**config.mk**
```make
export PLATFORM = sky130hd
export DESIGN_NAME = silvland_dl_router
export DESIGN_NICKNAME = d
export VERILOG_FILES = /design/src/rtl/silvland_dl_pkg.sv /design/src/rtl/silvland_rgn_dec.sv /design/src/rtl/silvland_dl_router.sv
export SDC_FILE = /design/constraint.sdc
export NUM_CORES = 1
export LEC_CHECK = 0
export CORE_MARGIN = 10
export CORE_UTILIZATION = 51
export DETAILED_ROUTE_END_ITERATION = 10
export PLACE_DENSITY = 0.87
export REMOVE_ABC_BUFFERS = 1
export SLEW_MARGIN = 20
export SYNTH_ARGS = -nofsm -noshare
export SYNTH_HDL_FRONTEND = slang
export SYNTH_HIERARCHICAL = 1
export SYNTH_SLANG_ARGS = --single-unit
```
**constraint.sdc**
```tcl
create_clock -name clk_sys -period 6.3 [get_ports clk_sys]
set_input_delay 1.26 -clock clk_sys [delete_from_list [all_inputs] [get_ports clk_sys]]
set_output_delay 1.26 -clock clk_sys [all_outputs]
set_load 0.02 [all_outputs]
```
**src/rtl/silvland_dl_pkg.sv**
```systemverilog
// Shared types and constants for the ROM download router.
// Latency: n/a (declarations only).
// Backpressure: n/a.
//
// Holds the download FSM state enum, the ROM region base addresses and the
// region index type used by the decoder and the top level.
package silvland_dl_pkg;

  typedef enum logic [2:0] {
    ST_IDLE,
    ST_LOAD,
    ST_HOLD,
    ST_RUN,
    ST_ERR
  } dl_state_e;

  typedef logic [1:0] rgn_t;

  // Region base addresses inside the 16-bit core ROM space.
  localparam logic [15:0] RGN_CPU_BASE  = 16'h0000;
  localparam logic [15:0] RGN_TILE_BASE = 16'h6000;
  localparam logic [15:0] RGN_SPR_BASE  = 16'hA000;
  localparam logic [15:0] RGN_SND_BASE  = 16'hB000;

  // Region indices.
  localparam rgn_t RGN_CPU  = 2'd0;
  localparam rgn_t RGN_TILE = 2'd1;
  localparam rgn_t RGN_SPR  = 2'd2;
  localparam rgn_t RGN_SND  = 2'd3;

  // Width of the saturating accepted-byte counter.
  localparam int CNT_W = 17;

endpackage

```
**src/rtl/silvland_rgn_dec.sv**
```systemverilog
// Combinational decode of a core ROM address into its region index.
// Latency: 0 cycles (pure combinational).
// Backpressure: none.
//
// Ports:
//   addr_i  core ROM byte address
//   rgn_o   region index: CPU, tiles, sprites, sound/PROM
module silvland_rgn_dec
  import silvland_dl_pkg::*;
(
  input  logic [15:0] addr_i,
  output rgn_t        rgn_o
);

  // Regions are contiguous and ascending, so test from the top base down.
  always_comb begin
    rgn_o = RGN_CPU;
    if (addr_i >= RGN_SND_BASE) begin
      rgn_o = RGN_SND;
    end else if (addr_i >= RGN_SPR_BASE) begin
      rgn_o = RGN_SPR;
    end else if (addr_i >= RGN_TILE_BASE) begin
      rgn_o = RGN_TILE;
    end
  end

endmodule

```
**src/rtl/silvland_dl_router.sv**
```systemverilog
// Routes the HPS ROM download stream into core ROM writes and sequences core reset.
// Latency: one dn_wr pulse one clk_sys cycle after each rising ioctl_wr edge in LOAD.
// Backpressure: none; the HPS stream is accepted unconditionally at byte-strobe rate.
//
// Optional feature macro: DL_CHECKSUM_EN (adds the byte checksum and its
// comparison against EXPECT_SUM to the good/bad download decision).
//
// Ports:
//   clk_sys, reset                  single clock, synchronous active-high reset
//   ioctl_download/wr/addr/dout     HPS download stream
//   dn_addr, dn_data, dn_wr         registered write port to the core ROMs
//   rgn_sel                         region of the current dn_addr
//   core_reset, dl_done, dl_err     download status / core reset request
//   checksum                        running 16-bit sum of accepted bytes
module silvland_dl_router
  import silvland_dl_pkg::*;
#(
  parameter int          ROM_BYTES   = 49152,
  parameter int          HOLD_CYCLES = 1024,
  parameter logic [15:0] EXPECT_SUM  = 16'h0000
) (
  input  logic        clk_sys,
  input  logic        reset,
  input  logic        ioctl_download,
  input  logic        ioctl_wr,
  input  logic [24:0] ioctl_addr,
  input  logic [7:0]  ioctl_dout,
  output logic [15:0] dn_addr,
  output logic [7:0]  dn_data,
  output logic        dn_wr,
  output rgn_t        rgn_sel,
  output logic        core_reset,
  output logic        dl_done,
  output logic        dl_err,
  output logic [15:0] checksum
);

  localparam int HOLD_W = (HOLD_CYCLES > 1) ? $clog2(HOLD_CYCLES) : 1;
  localparam logic [HOLD_W-1:0] HOLD_LAST = HOLD_W'(HOLD_CYCLES - 1);
  localparam logic [CNT_W-1:0]  CNT_FULL  = CNT_W'(ROM_BYTES);

  dl_state_e          state_q, state_d;
  logic               wr_q;
  logic               armed_q;
  logic [CNT_W-1:0]   cnt_q, cnt_d;
  logic               ovf_q, ovf_d;
  logic [HOLD_W-1:0]  hold_q, hold_d;
  logic               dn_wr_q;
  logic [15:0]        dn_addr_q;
  logic [7:0]         dn_data_q;

  logic               wr_rise;
  logic               in_load;
  logic               in_range;
  logic               accept;
  logic [CNT_W-1:0]   cnt_inc;
  logic               ovf_upd;
  logic               load_entry;
  logic               sum_ok;
  logic               dl_good;

  // Only the first cycle of a (possibly multi-cycle) byte strobe counts.
  assign wr_rise  = ioctl_wr & ~wr_q;
  assign in_load  = (state_q == ST_LOAD);
  assign in_range = (ioctl_addr < 25'(ROM_BYTES));
  assign accept   = in_load & wr_rise & in_range;

  // Next-count/overflow including a write on the current cycle, so a strobe
  // landing on the same cycle as the download fall is part of the decision.
  assign cnt_inc = (accept && (cnt_q != '1)) ? cnt_q + CNT_W'(1) : cnt_q;
  assign ovf_upd = ovf_q | (in_load & wr_rise & ~in_range);

`ifdef DL_CHECKSUM_EN
  logic [15:0] sum_q, sum_d, sum_nxt;

  assign sum_nxt = accept ? (sum_q + {8'h00, ioctl_dout}) : sum_q;
  assign sum_ok  = (sum_nxt == EXPECT_SUM);

  always_comb begin
    sum_d = sum_nxt;
    if (load_entry) begin
      sum_d = '0;
    end
  end

  always_ff @(posedge clk_sys) begin
    if (reset) begin
      sum_q <= '0;
    end else begin
      sum_q <= sum_d;
    end
  end

  assign checksum = sum_q;
`else
  logic unused_expect_sum;

  assign unused_expect_sum = ^EXPECT_SUM;
  assign sum_ok            = 1'b1;
  assign checksum          = '0;
`endif

  assign dl_good = (cnt_inc == CNT_FULL) & ~ovf_upd & sum_ok;

  always_comb begin
    state_d    = state_q;
    cnt_d      = cnt_q;
    ovf_d      = ovf_q;
    hold_d     = hold_q;
    load_entry = 1'b0;
    case (state_q)
      ST_IDLE: begin
        // armed_q demands download to have been seen low since reset, so a
        // download still asserted across a reset does not restart the load.
        if (ioctl_download && armed_q) begin
          state_d    = ST_LOAD;
          load_entry = 1'b1;
        end
      end
      ST_LOAD: begin
        cnt_d  = cnt_inc;
        ovf_d  = ovf_upd;
        hold_d = '0;
        if (!ioctl_download) begin
          state_d = dl_good ? ST_HOLD : ST_ERR;
        end
      end
      ST_HOLD: begin
        if (ioctl_download) begin
          state_d    = ST_LOAD;
          load_entry = 1'b1;
        end else if (hold_q == HOLD_LAST) begin
          state_d = ST_RUN;
        end else begin
          hold_d = hold_q + HOLD_W'(1);
        end
      end
      ST_RUN, ST_ERR: begin
        if (ioctl_download) begin
          state_d    = ST_LOAD;
          load_entry = 1'b1;
        end
      end
      default: state_d = ST_IDLE;
    endcase
    if (load_entry) begin
      cnt_d  = '0;
      ovf_d  = 1'b0;
      hold_d = '0;
    end
  end

  always_ff @(posedge clk_sys) begin
    if (reset) begin
      state_q   <= ST_IDLE;
      wr_q      <= 1'b0;
      armed_q   <= 1'b0;
      cnt_q     <= '0;
      ovf_q     <= 1'b0;
      hold_q    <= '0;
      dn_wr_q   <= 1'b0;
      dn_addr_q <= '0;
      dn_data_q <= '0;
    end else begin
      state_q <= state_d;
      wr_q    <= ioctl_wr;
      armed_q <= armed_q | ~ioctl_download;
      cnt_q   <= cnt_d;
      ovf_q   <= ovf_d;
      hold_q  <= hold_d;
      dn_wr_q <= accept;
      if (accept) begin
        dn_addr_q <= ioctl_addr[15:0];
        dn_data_q <= ioctl_dout;
      end
    end
  end

  silvland_rgn_dec u_rgn_dec (
    .addr_i (dn_addr_q),
    .rgn_o  (rgn_sel)
  );

  assign dn_wr      = dn_wr_q;
  assign dn_addr    = dn_addr_q;
  assign dn_data    = dn_data_q;
  assign core_reset = (state_q != ST_RUN);
  assign dl_done    = (state_q == ST_HOLD) || (state_q == ST_RUN);
  assign dl_err     = (state_q == ST_ERR);

endmodule

```
* Word-level counts from Yosys, hierarchy flattened
Cells that the tools add are included.
Word-level totals: flip-flop bits (word level) 58, output and inout bits 46, word-level logic and storage cells 67
Cells by class: add/sub/neg operators 2, $lt $le $gt $ge 4, equal/unequal tests 14, multiplexer cells 17, bitwise gates (word level) 11, reduce and logical (&&, ||, !) cells 10
Operator list (count):
- >= comparator 16 bit (second input constant) | 2
- < comparator 25 x 16 -> 1 bit (second input constant) | 1
- two-way mux 10 bit | 2
- case mux 10 bit (2 select lines) | 1
- two-way mux 3 bit | 6
- adder 17 x 1 -> 17 bit (second input constant) | 1
- equality test 17 x 16 -> 1 bit (second input constant) | 1
- two-way mux 17 bit | 1
- inequality test 17 bit (second input constant) | 1
- >= comparator 16 x 15 -> 1 bit (second input constant) | 1
- case mux 3 bit (4 select lines) | 1
- adder 10 x 1 -> 10 bit (second input constant) | 1
- equality test 10 bit (second input constant) | 1
- inequality test 2 bit (second input constant) | 5
- equality test 3 x 2 -> 1 bit (second input constant) | 2
- AND 1 bit | 5
- two-way mux 2 bit | 2
- inverter 1 bit | 4
- AND reduction 4 bit | 1
- OR reduction 2 bit | 2
- equality test 3 x 1 -> 1 bit (second input constant) | 1
- equality test 3 bit (second input constant) | 1
- zero test 3 bit | 1
- two-way mux 1 bit | 3
- 9 further kinds | 11

* Logic depth before layout (Yosys ltp)
Gate-level depths: netlist of the first run.
depth in word-level cells 11, mapped depth 14

* Modules after synthesis
Netlist of the first run, hierarchy kept.
Modules (own cells, without submodules):
- silvland_dl_router | instances 1, cells each 357, area an instance 2869.0 sq um
- silvland_rgn_dec | instances 1, cells each 3, area an instance 22.5 sq um

* Worst setup path before layout of the first run
OpenSTA, ideal clock, no wires.
path type input-to-reg, start in ioctl_addr[19], end reg state_q[2], library setup time 0.121 ns, data arrival time 2.818 ns, data required time 6.179 ns, path slack 3.361 ns, stages on the path 8, path through nor4_1 and3_1 clkbuf_1 nand4_1 mux2_2 a211oi_1 and4_1 o21ai_0
Between the ends: word-level cells in the longest chain between the ends 9
RTL lines:
- from (decl) | line silvland_dl_router.sv:26 | input logic [24:0] ioctl_addr,
- < comparator 25 x 16 -> 1 bit (*) | line silvland_dl_router.sv:65 | assign in_range = (ioctl_addr < 25'(ROM_BYTES));
- AND 1 bit or inverter 1 bit (tied branches) | line silvland_dl_router.sv:66, silvland_dl_router.sv:71
- logical AND 1 bit or AND 1 bit (tied branches) | line silvland_dl_router.sv:70, silvland_dl_router.sv:71
- two-way mux 17 bit or OR 1 bit (tied branches) | line silvland_dl_router.sv:70, silvland_dl_router.sv:71
- equality test 17 x 16 -> 1 bit or inverter 1 bit (tied branches) | line silvland_dl_router.sv:103 | assign dl_good = (cnt_inc == CNT_FULL) & ~ovf_upd & sum_ok;
- AND 1 bit (*) | line silvland_dl_router.sv:103
- two-way mux 3 bit (*) | line silvland_dl_router.sv:125 | state_d = dl_good ? ST_HOLD : ST_ERR;
- two-way mux 3 bit (*) | line silvland_dl_router.sv:124 | if (!ioctl_download) begin
- case mux 3 bit (4 select lines) (*) | line silvland_dl_router.sv:111 | case (state_q)
- to (signal assigned) | line silvland_dl_router.sv:165 | state_q <= state_d;
- to (decl) | line silvland_dl_router.sv:42 | dl_state_e state_q, state_d;
Mark *: on every way between the ends. The rest lies on a longest branch, timed or not. The select of a mux whose other input is x is not followed. A chain may end at the register's enable or synchronous reset.

* Worst setup path in the final report of the first run
Ends and elaborated chain as after synthesis.

==> impl_metrics.py, run 1 <==
metrics = {
    "timing": {
        "fin_skew_ns": 0.0136,
        "tightestPinTransition_ns": 0.801,
        "fmax_mhz": 298,
        "setup_tns_ns": 0,
        "period_needed_ns": 3.35,
        "period_share": 0.532,
        "setup_violations": 0,
        "maxSlewHeadroom": 0.465,
        "hold_violations": 0,
        "fin_ws_ns": 2.95,
        "report.final.slew_viol_count": 0,
        "rsz0062_at_grt": "no",
    },
    "global_route": {
        "antenna_found_initial": 0,
        "globalRoute.totalOverflow": 0,
        "grt_max_degree": 30,
        "grt.total_usage": 0.167,
        "grt_pass1_wl_um": 12000,
        "grt_pass1_vias": 2709,
    },
    "route": {
        "dr_total_vias": 2638,
        "ant_nets": 0,
        "first_pass_iters": 4,
        "wirelength_um": 7290,
        "drt_iter0_markers": 98,
        "viasPerCell": 5.32,
        "detail_route.drc_violations": 0,
        "wl_per_cell_um": 14.7,
    },
    "run_status": {
        "status": "complete, no violations",
    },
    "critical_path": {
        "cp_max_fo": 9,
        "cp_slowest_stage_delay_ns": 0.47,
        "critPathSlowestCell": "nor3_4",
        "start_kind": "input pin",
        "path_buf_inv": 1,
        "cp.depth": 8,
        "required_ns": 6.53,
        "timing.critical_path.arrival_ns": 3.58,
        "cpLargestDelayFamily": "simple AND/OR/NAND/NOR gates",
        "endpoint_kind": "register",
        "crit_type": "input pin to register",
        "ff2ff_path_depth": 11,
        "crit_chain": "clkdlybuf4s50_1, nor4_1, nand3_1, nor3_4, nand4_1, a211oi_1, and4_1, o21ai_0",
    },
    "power_and_ir_drop": {
        "powerDensity_nw_per_um2": 223,
        "p_sw_frac": 0.227,
        "p_int_w": 0.000644,
        "clkPwrFrac": 0.471,
        "switching_power_w": 0.000189,
        "p_leak_nw": 1.37,
        "power_frac_comb": 0.081,
        "seqPwrFrac": 0.448,
        "irDropWorstVdd_mv": 0.151,
    },
    "synth": {
        "synth_cells": 360,
        "ys_seq_area_frac": 0.402,
        "synth_edf_count": 0,
        "ys_seq_elements": 58,
        "synth_cell_types": 47,
        "synth.area.top_cells": "dfxtp_1 (40%), nand2_1 (8.8%), xor2_1 (6.1%)",
        "synth-main-ff-cell": "dfxtp_1",
        "yosysTopAreaCellShare": 0.402,
        "synth_common_cells": "nand2_1 (68), dfxtp_1 (58), nor2_1 (39)",
        "synth.most_common_cell": "nand2_1",
        "async_reset_ff_frac": 0,
        "synth_area_um2": 2890,
        "yosys.area.top_type": "dfxtp_1",
        "ys_warn_count": 6,
        "avgSynthCellArea_um2": 8.03,
    },
    "clock_tree": {
        "cts_root_buf": "clkbuf_8",
        "cts_resized": 0,
        "cts_hold_buf": 0,
        "cts_tree": "done",
        "path_clk_slew_ns": 0.07,
        "clock_path_buffers": 2,
        "cts_setup_buffers": 0,
        "cts_buffers": 9,
        "htree_levels": 3,
        "clk_latency_ns": 0.34,
        "clkSinkCount": 58,
    },
    "final_layout": {
        "drive_gt1_frac": 0.0542,
        "fin_util": 0.679,
        "synthToLayoutAreaGrowth_pct": 29.4,
        "final_nets": 459,
        "antenna_cells": 0,
    },
    "floorplan": {
        "rows": 27,
        "core_um2": 5510,
        "boundaryPins": 83,
        "die_x_um": 95.3,
        "start_util": 0.525,
        "fp.dieH_um": 95.3,
        "die_area_um2": 9080,
    },
    "hold_path": {
        "min_path_type": "register to register",
        "hold_depth": 2,
    },
    "place": {
        "portBuffers": 66,
        "hpwl_um": 5420,
        "post-place-ws_ns": 2.65,
        "gp_congestion": 0.885,
    },
    "run": {
        "maxCapViolCount": 0,
    },
}
## placed cells by master, fill, tap and decap left out, drive strengths merged, types with 3 or more instances in the layout
master / Yosys / routed
a211o: 3 / 3
a211oi: 4 / 4
a21oi: 28 / 28
and3: 7 / 7
and4: 4 / 4
clkbuf: 16 / 12
clkdlybuf4s50: 0 / 66
conb: 1 / 16
dfxtp: 58 / 58
ha: 3 / 3
inv: 5 / 5
mux2i: 4 / 4
nand2: 68 / 68
nand2b: 8 / 8
nand3: 12 / 12
nand4: 10 / 10
nor2: 39 / 39
nor3: 6 / 6
nor4: 6 / 6
o21ai: 6 / 6
xnor2: 9 / 9
xor2: 20 / 20
## area by class of cell
type	count	area [µm²]
inverter	5	18.8
fill	464	1770
clock buffer	12	155
clock inverter	4	73.8
timing repair buffer	68	676
sequential	58	1160
tap	72	90.1
multi-input combinational	277	1570
## flip-flops by register name, indices dropped and copies added (netlist names)
register / count
hold_q: 10
cnt_q: 17
armed_q: 1
dn_wr: 1
wr_q: 1
dn_addr: 16
state_q: 3
dn_data: 8
ovf_q: 1
## per-layer routing
layer  track usage  wire, µm
met3         0.115      1020
met2         0.266      3330
met5             0         0
met4        0.0873       184
met1         0.160      2750
## power groups by stage
stage          logic [W]  clock network (W)  registers [W]
2_1_floorplan  0.0000331                  0       0.000381
3_3_place_gp   0.0000651                  0       0.000382
3_5_place_dp   0.0000663                  0       0.000382
4_1_cts        0.0000667           0.000400       0.000374
5_1_grt        0.0000732           0.000416       0.000374
6_report       0.0000672           0.000393       0.000374
## cell families after synthesis
| kind of cell | Yosys count | synth area share |
|---|---|---|
| simple gates | 170 | 0.286 |
| flops | 58 | 0.402 |
| compound gates | 54 | 0.116 |
| buf+inv | 40 | 0.0762 |
| xor+xnor | 29 | 0.0878 |
| mux | 5 | 0.0177 |
| fa+ha+maj | 3 | 0.0130 |
| other cells | 1 | 0.00130 |
## per-stage QoR
stage | instances | instance area (µm²) | power (W) | hold WS (ns)
2_1_floorplan | 340 | 2750 | 0.000414 | 0.432
3_3_place_gp | 480 | 3510 | 0.000447 | 0.441
3_5_place_dp | 480 | 3510 | 0.000448 | 0.446
4_1_cts | 496 | 3740 | 0.000841 | 0.456
5_1_grt | 496 | 3740 | 0.000863 | 0.476
6_report | 496 | 3740 | 0.000834 | 0.455
## path summary, 6_finish.rpt
| path | from | end | slack, ns |
|---|---|---|---|
| max | ioctl_addr[19] | state_q[2] | 2.95 |
| min reg2reg | dn_addr[7] | dn_addr[7] | 0.45 |
| max reg2reg | cnt_q[3] | state_q[2] | 3.34 |
| min | dn_addr[7] | dn_addr[7] | 0.45 |
## worst reg2reg max path, delay by kind of cell (launching register included)
family / cells / cell delay (ns)
and+or+nand+nor: 7 / 1.36
adders and majority gates: 1 / 0.38
DFF: 1 / 0.52
AOI/OAI and AO/OA: 2 / 0.26
muxes: 1 / 0.35
Power figures use the tool's default switching activity.
==> inputs of run 2 (changes only) <==
--- a/config.mk
+++ b/config.mk
@@ -6,9 +6,9 @@
 export NUM_CORES = 1
 export LEC_CHECK = 0
 export CORE_MARGIN = 10
-export CORE_UTILIZATION = 51
+export CORE_UTILIZATION = 48
 export DETAILED_ROUTE_END_ITERATION = 10
-export PLACE_DENSITY = 0.87
+export PLACE_DENSITY = 0.83
 export REMOVE_ABC_BUFFERS = 1
 export SLEW_MARGIN = 20
 export SYNTH_ARGS = -nofsm -noshare
==> constraint.sdc (replaced) <==
create_clock -name clk_sys -period 3.3 [get_ports clk_sys]
set_input_delay 0.66 -clock clk_sys [delete_from_list [all_inputs] [get_ports clk_sys]]
set_output_delay 0.66 -clock clk_sys [all_outputs]
set_load 0.02 [all_outputs]
==> run 2 against run 1 <==
Compared with the run above:
- clock skew down 0.0020 ns
- clock power up 100%
- core utilization down 3.7 points
- critical path depth up 3
- first-iteration DRC count up 39%
- sequential share of layout area down 0.31 points
- via count up 0.27%
- count of clock-buffer cells in the layout down 3
- die area up 4.9%
- flip-flop and latch count unchanged
- global-route usage down 1.7 points
- worst setup slack worse by 2.4 ns
==> impl_metrics.py, run 2 (synthesis results as in run 1) <==
metrics = {
    "run_status": {
        "status": "complete, no violations",
    },
    "global_route": {
        "antenna_found_initial": 0,
        "globalRoute.totalOverflow": 0,
        "grt_max_degree": 30,
        "grt_pass1_wl_um": 12100,
        "grt_pass1_vias": 2604,
        "grt.total_usage": 0.150,
    },
    "clock_tree": {
        "htree_levels": 3,
        "cts_resized": 0,
        "cts_setup_buffers": 0,
        "clkSinkCount": 58,
        "path_clk_slew_ns": 0.08,
        "cts_buffers": 9,
        "clk_latency_ns": 0.34,
        "cts_tree": "done",
        "cts_hold_buf": 0,
        "cts_root_buf": "clkbuf_8",
        "clock_path_buffers": 2,
    },
    "timing": {
        "maxSlewHeadroom": 0.509,
        "hold_violations": 0,
        "fmax_mhz": 365,
        "rsz0062_at_grt": "no",
        "period_needed_ns": 2.74,
        "fin_skew_ns": 0.0116,
        "report.final.slew_viol_count": 0,
        "period_share": 0.830,
        "setup_violations": 0,
        "setup_tns_ns": 0,
        "tightestPinTransition_ns": 0.735,
    },
    "hold_path": {
        "min_from": "dn_data[6]",
        "hold_depth": 2,
        "holdPathEnd": "dn_data[6]",
        "min_path_type": "register to register",
    },
    "power_and_ir_drop": {
        "switching_power_w": 0.000378,
        "p_leak_nw": 1.39,
        "p_int_w": 0.00126,
        "clkPwrFrac": 0.487,
        "seqPwrFrac": 0.434,
        "power_frac_comb": 0.078,
        "irDropWorstVdd_mv": 0.312,
        "powerDensity_nw_per_um2": 435,
        "p_sw_frac": 0.230,
    },
    "place": {
        "placed_cells": 486,
        "portBuffers": 66,
        "place_area_um2": 3540,
        "gp_congestion": 0.871,
        "hpwl_um": 5360,
    },
    "final_layout": {
        "top_register": "cnt_q",
        "layout_commonest_cell": "nand2_1",
        "final_nets": 462,
        "final_cell_mix": "nand2_1 (68), clkdlybuf4s50_1 (66), dfxtp_1 (58), nor2_1 (39), a21oi_1 (28)",
        "largest_reg_flops": 17,
        "drive_gt1_frac": 0.0632,
        "postLayoutCellArea_um2": 3780,
        "antenna_cells": 0,
        "fillCellCount": 517,
        "finalNonFillerCells": 502,
        "synthToLayoutAreaGrowth_pct": 30.7,
    },
    "route": {
        "detail_route.drc_violations": 0,
        "drt_iter0_markers": 136,
        "wl_per_cell_um": 14.2,
        "wirelength_um": 7150,
        "dr_total_vias": 2645,
        "ant_nets": 0,
        "first_pass_iters": 4,
        "viasPerCell": 5.27,
    },
    "critical_path": {
        "ff2ff_path_depth": 11,
        "start_kind": "register",
        "cp_max_fo": 9,
        "required_ns": 3.53,
        "ff2ff_setup_slack_ns": 0.56,
        "r2r_end": "state_q[2]",
        "crit_type": "register to register",
        "endpoint_kind": "register",
        "r2r-start": "cnt_q[3]",
        "timing.critical_path.arrival_ns": 2.97,
    },
    "floorplan": {
        "die_x_um": 97.6,
        "core_um2": 5890,
        "rows": 28,
        "die_area_um2": 9530,
        "fp.dieH_um": 97.6,
        "start_util": 0.491,
        "boundaryPins": 83,
    },
    "run": {
        "maxCapViolCount": 0,
    },
}
-- run 2: worst max-delay path by stage --
stage                         startpoint    endpoint  slack (ns)  depth (start not counted)
final                           cnt_q[3]  state_q[2]        0.56                         11
after global routing            cnt_q[3]  state_q[1]        0.26                         11
after CTS                       cnt_q[3]  state_q[2]        0.58                         11
after detailed placement  ioctl_download   hold_q[7]        0.28                          8
after global placement    ioctl_download   hold_q[7]        0.36                          8
after floorplan                 cnt_q[3]  state_q[2]        0.71                         11
-- run 2: critical path, cell delays in order (launching register included) --
cell and delay [ns]:
dfxtp_1 0.41, and4_1 0.26, and3_1 0.21, nand4_1 0.10, nor2_1 0.06, ha_1 0.20, nor3_1 0.36, nand4_1 0.21
mux2_2 0.32, a211oi_1 0.18, and4_1 0.23, o21ai_0 0.08
-- run 2: routing by layer --
layer / part of all wire / up-vias / routed length [µm] / global-route usage
li1: - / 1323 / - / -
met1: 0.42 / 1211 / 3020 / 0.158
met2: 0.44 / 102 / 3180 / 0.238
met3: 0.12 / 9 / 845 / 0.0932
met4: 0.014 / 0 / 102 / 0.0537
met5: 0 / - / 0 / 0
-- run 2: per-stage QoR --
| stage | total power (W) | hold slack, ns | setup slack [ns] | utilization |
|---|---|---|---|---|
| 6_report | 0.00164 | 0.453 | 0.563 | 0.642 |
| 5_1_grt | 0.00169 | 0.485 | 0.265 | 0.642 |
| 4_1_cts | 0.00165 | 0.456 | 0.576 | 0.642 |
| 3_5_place_dp | 0.000857 | 0.448 | 0.284 | 0.601 |
| 3_3_place_gp | 0.000854 | 0.441 | 0.361 | 0.601 |
| 2_1_floorplan | 0.000790 | 0.432 | 0.712 | - |
-- run 2: area by class of cell --
type                            instances  area, µm²  area share
Clock inverter                          7        116      0.0308
Clock buffer                            9        124      0.0328
Sequential cell                        58       1160       0.307
Tap cell                               75       93.8      0.0248
Inverter                                5       18.8     0.00497
Multi-Input combinational cell        277       1570       0.415
Timing Repair Buffer                   71        698       0.185
-- run 2: power groups by stage --
stage	clock (W)	combinational, W	sequential [W]
5_1_grt	0.000839	0.000140	0.000714
3_5_place_dp	0	0.000127	0.000729
3_3_place_gp	0	0.000125	0.000729
6_report	0.000800	0.000128	0.000714
4_1_cts	0.000809	0.000128	0.000713
2_1_floorplan	0	0.0000632	0.000727
==> inputs of run 3 (changes only) <==
--- a/config.mk
+++ b/config.mk
@@ -6,9 +6,9 @@
 export NUM_CORES = 1
 export LEC_CHECK = 0
 export CORE_MARGIN = 10
-export CORE_UTILIZATION = 48
+export CORE_UTILIZATION = 43
 export DETAILED_ROUTE_END_ITERATION = 10
-export PLACE_DENSITY = 0.83
+export PLACE_DENSITY = 0.78
 export REMOVE_ABC_BUFFERS = 1
 export SLEW_MARGIN = 20
 export SYNTH_ARGS = -nofsm -noshare
==> constraint.sdc (replaced) <==
create_clock -name clk_sys -period 2.35 [get_ports clk_sys]
set_input_delay 0.47 -clock clk_sys [delete_from_list [all_inputs] [get_ports clk_sys]]
set_output_delay 0.47 -clock clk_sys [all_outputs]
set_load 0.02 [all_outputs]
==> run 3 against run 2 <==
Compared with the run above:
- clock skew is essentially flat
- count of clock-buffer cells in the layout is the same
- register-to-register slack lost 0.55 ns
- core utilization grew 1.3 points
- cell area grew 12%
- sequential share of layout area shrank 3.2 points
- hold slack lost 0.00052 ns
- highest routed layer unchanged
- largest cell class unchanged
==> impl_metrics.py, run 3 (synthesis results as in run 1) <==
metrics = {
    "final_layout": {
        "drive_gt1_frac": 0.187,
        "final_cell_mix": "nand2_1 (68), clkdlybuf4s50_1 (66), dfxtp_1 (55), buf_4 (52), nor2_1 (39)",
        "regArea_um2": 1160,
        "antenna_cells": 0,
        "finalNonFillerCells": 553,
        "fillCellCount": 511,
        "multi_input_area_um2": 1630,
        "postLayoutCellArea_um2": 4230,
        "fin_util": 0.655,
        "top_register": "cnt_q",
        "largest_reg_flops": 17,
        "final_nets": 511,
        "layout_commonest_cell": "nand2_1",
        "synthToLayoutAreaGrowth_pct": 46.2,
    },
    "critical_path": {
        "r2r-start": "cnt_q[4]",
        "ff2ff_path_depth": 11,
        "critPathCapture": "state_q[1]",
        "required_ns": 2.64,
        "cp_max_fo": 5,
        "ff2ff_setup_slack_ns": 0.02,
        "critPathLaunch": "cnt_q[4]",
        "critPathSlowestCell": "dfxtp_1",
        "endpoint_kind": "register",
        "cpLargestDelayFamily": "simple AND/OR/NAND/NOR gates",
        "cp.depth": 11,
        "crit_type": "register to register",
        "r2r_end": "state_q[1]",
        "path_buf_inv": 1,
        "start_kind": "register",
        "crit_chain": "and4_4, and3_4, nand4_1, nor2_1, ha_2, buf_4, nor4_4, a211o_1, a22oi_2, and4_1, a31o_1",
        "timing.critical_path.arrival_ns": 2.62,
        "cp_slowest_stage_delay_ns": 0.33,
    },
    "place": {
        "hpwl_um": 5920,
        "post-place-ws_ns": -0.261,
        "gp_congestion": 0.866,
        "placed_cells": 533,
        "portBuffers": 66,
        "place_area_um2": 3900,
    },
    "global_route": {
        "antenna_found_initial": 0,
        "grt_pass1_wl_um": 12700,
        "grt-busiest-layer": "met2",
        "use_met2": 0.248,
        "grtUsageMet3": 0.0870,
        "grt.total_usage": 0.153,
        "grt_pass1_vias": 2826,
        "grt_max_degree": 29,
        "use_met1": 0.156,
        "globalRoute.totalOverflow": 0,
    },
    "run": {
        "maxCapViolCount": 0,
    },
    "power_and_ir_drop": {
        "p_sw_frac": 0.248,
        "p_leak_nw": 1.65,
        "seqPwrFrac": 0.437,
        "powerDensity_nw_per_um2": 537,
        "finalPower_w": 0.00227,
        "switching_power_w": 0.000564,
        "clkPwrFrac": 0.460,
        "irDropWorstVdd_mv": 0.349,
        "power_frac_comb": 0.102,
        "p_int_w": 0.00171,
    },
    "floorplan": {
        "rows": 29,
        "die_area_um2": 10400,
        "die_x_um": 102,
        "fp.dieH_um": 102,
        "boundaryPins": 83,
        "core_um2": 6460,
        "start_util": 0.448,
    },
    "run_status": {
        "status": "complete, no violations",
    },
    "clock_tree": {
        "cts_root_buf": "clkbuf_8",
        "htree_levels": 3,
        "clk_latency_ns": 0.35,
        "path_clk_slew_ns": 0.07,
        "cts_tree": "done",
        "cts_buffers": 9,
        "clkSinkCount": 58,
        "clock_path_buffers": 2,
    },
    "route": {
        "first_pass_iters": 4,
        "drt_iter0_markers": 82,
        "dr_total_vias": 2827,
        "wirelength_um": 7970,
        "viasPerCell": 5.11,
        "wl_per_cell_um": 14.4,
        "detail_route.drc_violations": 0,
        "ant_nets": 0,
    },
    "timing": {
        "period_share": 0.993,
        "fmax_mhz": 429,
        "hold_violations": 0,
        "report.final.slew_viol_count": 0,
        "rsz0062_at_grt": "yes",
        "period_needed_ns": 2.33,
        "fin_skew_ns": 0.0118,
        "setup_violations": 0,
        "fin_ws_ns": 0.0169,
    },
    "hold_path": {
        "min_path_type": "register to register",
        "hold_depth": 2,
    },
}
[run 3: cell count changes in the layout (fill, tap and decap cells not counted), moves of 3 or more]
cell | previous run | this run
clkinv_4 | 0 | 3
dfxtp_2 | 0 | 3
dfxtp_1 | 58 | 55
buf_4 | 5 | 52
[run 3: timing repair]
| action | in CTS | in global routing |
|---|---|---|
| resized for setup | 11 | 5 |
| pin swaps | 9 | 7 |
| endpoints found under the hold margin | 0 | 0 |
| setup endpoints to repair | 2 | 2 |
| hold buffers | 0 | 0 |
| setup buffers | 4 | 0 |
[run 3: cell type report]
cell class	count	area share
Multi-Input combinational cell	277	0.386
Sequential cell	58	0.276
Timing Repair Buffer	120	0.258
Clock buffer	9	0.0293
Clock inverter	7	0.0243
Tap cell	77	0.0228
Inverter	5	0.00444
[run 3: stage by stage]
step / hold WS [ns] / setup TNS (ns)
after global placement: 0.441 / -1.18
final: 0.453 / 0
after detailed placement: 0.448 / -1.63
after CTS: 0.457 / 0
after floorplan: 0.432 / -1.11
after global routing: 0.479 / -0.255
[run 3: worst reg2reg max path, cell delays in order (launching register included)]
cell and delay [ns]:
dfxtp_1 0.33, and4_4 0.22, and3_4 0.18, nand4_1 0.10
nor2_1 0.16, ha_2 0.26, buf_4 0.16, nor4_4 0.05
a211o_1 0.30, a22oi_2 0.17, and4_1 0.22, a31o_1 0.13
[run 3: worst min path at each step]
stage	start	endpoint
after floorplan	armed_q	armed_q
after CTS	dn_addr[8]	dn_addr[8]
after detailed placement	dn_addr[8]	dn_addr[8]
final	dn_addr[8]	dn_addr[8]
after global routing	dn_addr[3]	dn_addr[3]
after global placement	dn_addr[8]	dn_addr[8]
[run 3: power groups by stage]
stage	Clock [W]	Sequential (W)	Combinational [W]
floorplan	0	0.00102	0.0000888
global placement	0	0.00102	0.000219
detailed placement	0	0.00102	0.000223
CTS	0.00107	0.000994	0.000231
global route	0.00111	0.000994	0.000250
finish	0.00105	0.000994	0.000233
[run 3: per-layer routing]
metal	wire (µm)	vias to the layer above	share of wire
met1	3230	1304	0.41
met5	0	-	0
li1	-	1422	-
met2	3680	83	0.46
met4	177	0	0.022
met3	874	18	0.11
